## src/rtl/pipe_ctrl.sv

```systemverilog
// Pipeline controller: merges stall requests, sequences exception/ERET
// flushes and tracks stall watchdog and stall-cycle statistics.
module pipe_ctrl #(
    parameter logic [31:0] EXCP_VECTOR = 32'hBFC00380,
    parameter int          TIMEOUT     = 1024,
    parameter int          CNT_W       = 32
) (
    input  logic             clk,
    input  logic             rst,
    input  logic             stallreq_if,
    input  logic             stallreq_id,
    input  logic             stallreq_ex,
    input  logic             stallreq_mem,
    input  logic             excp_valid,
    input  logic             eret_valid,
    input  logic [31:0]      epc,
    output logic [5:0]       stall,
    output logic             flush,
    output logic [31:0]      new_pc,
    output logic             stall_timeout,
    output logic [CNT_W-1:0] stall_cycles
);

    localparam int CW = $clog2(TIMEOUT + 1);
    localparam logic [CW-1:0] TMO = CW'(TIMEOUT);

    typedef enum logic {
        RUN,
        FLUSH
    } state_t;

    state_t        state;
    state_t        state_nxt;
    logic          flush_q;
    logic          take;
    logic [5:0]    stall_req;
    logic [CW-1:0] stall_cnt;
    logic [CW-1:0] cnt_nxt;

    always_comb begin
        stall_req = 6'b000000;
        if (stallreq_mem)
            stall_req = 6'b011111;
        else if (stallreq_ex)
            stall_req = 6'b001111;
        else if (stallreq_id)
            stall_req = 6'b000111;
        else if (stallreq_if)
            stall_req = 6'b000011;
    end

    always_comb begin
        stall     = 6'b000000;
        take      = 1'b0;
        state_nxt = state;
        case (state)
            RUN: begin
                stall = stall_req;
                take  = (excp_valid | eret_valid) & ~stallreq_mem;
                if (take)
                    state_nxt = FLUSH;
            end
            FLUSH: state_nxt = RUN;
            default: state_nxt = RUN;
        endcase
        if (rst) begin
            stall = 6'b000000;
        end
    end

    always_comb begin
        cnt_nxt = stall_cnt;
        if (stall == 6'b000000)
            cnt_nxt = '0;
        else if (stall_cnt != TMO)
            cnt_nxt = stall_cnt + CW'(1);
    end

    always_ff @(posedge clk) begin
        if (rst) begin
            state         <= RUN;
            flush_q       <= 1'b0;
            new_pc        <= 32'h0;
            stall_cnt     <= '0;
            stall_timeout <= 1'b0;
            stall_cycles  <= '0;
        end else begin
            state     <= state_nxt;
            flush_q   <= take;
            stall_cnt <= cnt_nxt;
            if (take)
                new_pc <= excp_valid ? EXCP_VECTOR : epc;
            if (cnt_nxt == TMO)
                stall_timeout <= 1'b1;
            if (stall != 6'b000000)
                stall_cycles <= stall_cycles + CNT_W'(1);
        end
    end

    // reset kills a pending flush within the same cycle
    assign flush = flush_q & ~rst;

endmodule

```

## config.mk

```make
export PLATFORM = sky130hd
export DESIGN_NAME = pipe_ctrl
export DESIGN_NICKNAME = d
export VERILOG_FILES = /design/src/rtl/pipe_ctrl.sv
export SDC_FILE = /design/constraint.sdc
export NUM_CORES = 1
export LEC_CHECK = 0
export BUFFER_PORTS_ARGS = -buffer_cell sky130_fd_sc_hd__buf_2
export CAP_MARGIN = 20
export CELL_PAD_IN_SITES_DETAIL_PLACEMENT = 1
export CELL_PAD_IN_SITES_GLOBAL_PLACEMENT = 1
export CORE_ASPECT_RATIO = 0.5
export CORE_UTILIZATION = 32
export DETAILED_ROUTE_END_ITERATION = 10
export PLACE_DENSITY_LB_ADDON = 0.15
export SKIP_LAST_GASP = 1
export SYNTH_ARGS = -nofsm -noshare
export SYNTH_HDL_FRONTEND = slang
export SYNTH_SLANG_ARGS = --single-unit
```

## constraint.sdc

```tcl
create_clock -name clk -period 1.9 [get_ports clk]
set_clock_uncertainty 0.1 [all_clocks]
set_input_delay 0.095 -clock clk [delete_from_list [all_inputs] [get_ports clk]]
set_output_delay 0.095 -clock clk [all_outputs]
set_load 0.02 [all_outputs]
```

* After elaboration in Yosys (flattened, before gate mapping) *
Index checks and enable logic that the tools add are counted.

cells by class
  bitwise gates (word level) = 6
  muxes and demuxes = 12
  $add $sub $neg = 2
  equal/unequal tests = 2
  reductions and logical operators = 2

operator list
  operator                                                          number
  32-bit by 1-bit adder with 32-bit output (second input constant)  1
  32-bit 2-to-1 mux                                                 1
  11-bit 2-to-1 mux                                                 2
  6-bit 2-to-1 mux                                                  2
  11-bit by 1-bit adder with 11-bit output (second input constant)  1
  11-bit equality test (second input constant)                      1
  11-bit inequality test (second input constant)                    1
  6-bit logical NOT                                                 1
  6-bit nonzero test                                                1
  5-bit 2-to-1 mux                                                  1
  4-bit 2-to-1 mux                                                  1
  3-bit 2-to-1 mux                                                  1
  1-bit inverter                                                    3
  1-bit AND                                                         2
  1-bit 2-to-1 mux                                                  2
  2-bit 2-to-1 mux                                                  1
  1-bit one-hot mux with 2 select lines                             1
  1-bit OR                                                          1

word-level totals
  bits in registers = 78
  logic and storage cells = 30
  output and inout port bits = 72
  bits of input ports = 40

* Longest topological paths before layout *
  depth in word-level cells = 9
  mapped depth = 7

* Worst setup path after synthesis *
Ideal clock, no wire load.

  kind = reg2reg
  start point = register stall_cycles[3]
  end point = register stall_cycles[31]
  data arrival time = 2.033 ns
  slack = -0.303 ns
  cell stages (with the launch flop) = 8
  period minus slack after synthesis = 2.203 ns
  cells stage by stage = dfxtp_1 and4_1 clkbuf_1 nand4_2 or3_1 buf_2 or3_1 a21oi_1

between the ends
  word-level cells in the longest chain between the ends = 1

RTL lines
  element                                   line  text
  from (decl)                               21    output logic [CNT_W-1:0] stall_cycles
  from (signal assigned)                    96    stall_cycles <= stall_cycles + CNT_W'(1);
  32-bit by 1-bit adder with 32-bit output  96

Every way passes these cells.
A chain may end at the register's enable or synchronous reset.

* Worst setup path in the final report *
  start point = register stall_cycles[2]
  end point = register stall_cycles[31]

Same word-level chain as after synthesis.

==> out/metrics.yaml <==
status:
  status: "completed"
drt:
  drc_errors: 0
  wl_per_cell_um: 14.6
  wl_mm: 10.0
  ant_nets: 0
  vias: 3350
  dr.pass1.iters: 4
  drt_iter0_markers: 81
  via_per_inst: 4.89
layout:
  multiInputGateArea_um2: 1590
  final_common_cell: "buf_2"
  drive_gt1_share_pct: 36.5
  register_area_um2: 1570
  area_growth_pct: 54.0
  fin_nets: 588
  final_util_pct: 51.5
  design_area_um2: 4950
  nFillCells: 1147
  antennaDiodeCount: 0
  layout_common_cells: "buf_2, dfxtp_1, nor2_1, buf_4, dlygate4sd3_1"
synthesis:
  muxShareOfSynthArea_pct: 0
  syn_nets: 408
  synth_cell_types: 36
  synth_xor_area_share_pct: 7.91
  synth_top_family_by_area: "simple AND/OR/NAND/NOR gates"
  synth_area_leaders: "dfxtp_1, nor2_1, xnor2_1, a22o_1, a211oi_1"
  synth_seq_area_share_pct: 48.0
  yosys.area_share.simple_pct: 23.9
  yosys_warnings: 0
  synth_fa_ha_area_share_pct: 1.17
  synth_seq_cells: 77
  syn_area_um2: 3210
  synth_top_area_share_pct: 48.0
  avgSynthCellArea_um2: 8.80
  yosys.area.top_type: "dfxtp_1"
  synthCells: 365
  synth-compound-area-share_pct: 14.8
die:
  die-width_um: 144
  ios: 112
  chipHeight_um: 72.8
  coreArea_um2: 9600
  rows: 25
  initial_core_util_pct: 33.4
  die_area_um2: 10500
placed_design:
  routabilityCongestion: 0.748
  hpwlAfterDp_mm: 6.52
  postPlaceCellArea_um2: 4260
  portBuffers: 110
sta:
  drv_slew: 0
  period_minus_slack_ns: 1.86
  fmax_mhz: 538
  finalHoldViolCount: 0
  grt_setup_unrepaired: "yes"
  min_period_over_period_pct: 97.9
  fin_setup_tns_ns: 0
  setup_viol: 0
job:
  maxCapViolCount: 0
global_route:
  grt_pass1_wl_mm: 15.8
  grt_max_degree: 33
  grt_pass1_vias: 3299
  grt_overflow: 0
  antenna_found_initial: 0
  track_usage_pct: 19.6
power:
  ir_worst_vdd_mv: 0.365
  power_density_nw_per_um2: 783
  power.leakage_nw: 2.12
hold_path:
  whs_path_depth: 3
  min_from: "rst"
  worstHoldEndpoint: "stall_cycles[1]$_SDFFE_PP0P_"
  hold_class: "in -> reg"
worst_setup_path:
  r2r-end: "stall_cycles[31]$_SDFFE_PP0P_"
  endpoint_kind: "flip-flop"
  regToRegStartpoint: "stall_cycles[2]$_SDFFE_PP0P_"
  startpoint_type: "flip-flop"
  crit_path_max_fanout: 6
  critPathArrivalTime_ns: 2.03
  r2r_cells: 5
  worst-endpoint-required_ns: 2.07
  path_class: "reg -> reg"
  rrSetupSlack_ns: 0.04
clock_network:
  ctsRootBufferMaster: "clkbuf_16"
  clk_latency_ns: 0.34
  cts.reportedPaths.clkPinSlew_ns: 0.06
  clock_sinks: 77
  cts.htree.levels: 3
  cts-buffers-inserted: 9
  cts_buffer_depth: 2
  cts_tree: "yes"
layout make-up:
| type | instances | share of cell area, % |
|---|---|---|
| Clock buffer | 9 | 4.55 |
| Multi-Input combinational cell | 256 | 32.1 |
| Inverter | 9 | 0.708 |
| Tap cell | 135 | 3.41 |
| Sequential cell | 77 | 31.8 |
| Clock inverter | 7 | 1.62 |
| Timing Repair Buffer | 192 | 25.7 |
worst max-delay path: stages, from the launching register on:
cell	delay, ns
dfxtp_4	0.35
nand3_2	0.06
or4_4	0.43
or3_4	0.37
or3_1	0.36
a21oi_1	0.13
worst max path at each step:
stage | startpoint | to | depth (start not counted)
5_1_grt | stall_cnt[0]$_SDFF_PP0_ | stall_timeout$_SDFFE_PP0N_ | 7
3_3_place_gp | stall_cycles[2]$_SDFFE_PP0P_ | stall_cycles[31]$_SDFFE_PP0P_ | 5
3_5_place_dp | stall_cycles[2]$_SDFFE_PP0P_ | stall_cycles[25]$_SDFFE_PP0P_ | 5
4_1_cts | stall_cnt[0]$_SDFF_PP0_ | stall_timeout$_SDFFE_PP0N_ | 7
6_report | stall_cycles[2]$_SDFFE_PP0P_ | stall_cycles[31]$_SDFFE_PP0P_ | 5
2_1_floorplan | stall_cycles[2]$_SDFFE_PP0P_ | stall_cycles[31]$_SDFFE_PP0P_ | 6
logic make-up after synthesis:
| group | Yosys count |
|---|---|
| simple gates | 153 |
| flops | 77 |
| compound gates | 70 |
| buf+inv | 32 |
| xor+xnor | 29 |
| fa+ha+maj | 3 |
| other cells | 1 |
repair_timing:
| action | 4_1_cts | 5_1_grt |
|---|---|---|
| endpoints found under the setup margin | 5 | 6 |
| hold endpoints to repair | 33 | 0 |
| pin swaps | 1 | 2 |
| gates resized for setup | 4 | 5 |
| hold buffers | 33 | 0 |
| buffers inserted | 0 | 2 |
per-stage QoR:
stage                     std cells  setup WS (ns)  power [mW]  hold WS [ns]
final                           685         0.0404        3.87        0.0630
after global routing            685        -0.0611        4.04        0.0886
after CTS                       683         0.0206        3.93        0.0632
after detailed placement        634        -0.0524        2.08         0.212
after global placement          634        -0.0222        2.07         0.205
after floorplan                 365         -0.123        1.92        0.0816
routing by layer:
metal	part of all wire, %	track usage (%)	vias up
li1	-	-	1656
met1	44	22.2	1615
met2	51	35.4	72
met3	4.2	6.17	7
met4	0.89	6.38	0
met5	0	0	-
power by group:
part           internal, mW  switching [mW]
Combinational         0.188           0.229
Sequential             1.66          0.0285
Clock                  1.03           0.738
Total                  2.88           0.995
registers in the layout, summed over array words and instances, names as in the netlist:
signal and flops:
new_pc 32, stall_cycles 32, stall_cnt 11, stall_timeout 1
state 1
cells in the mapped netlist, drive strengths merged:
cell and n:
nor4bb 1, nor2 60, nand3 13, ha 3
and3 3, a21oi 16, nor4b 1, inv 8
o21ai 12, clkbuf 19, nor4 15, or2 1
or4 1, a211oi 14, nand2b 3, o21a 1
nand4b 1, buf 4, a22o 20, o31a 1
and4 3, dfxtp 77, o41ai 1, nand2 16
xnor2 21, xor2 8, conb 1, or3 12
and2 3, nor3 8, nor2b 3, nand4 9
clkinv 1, a31oi 5
Power figures use the tool's default switching activity.
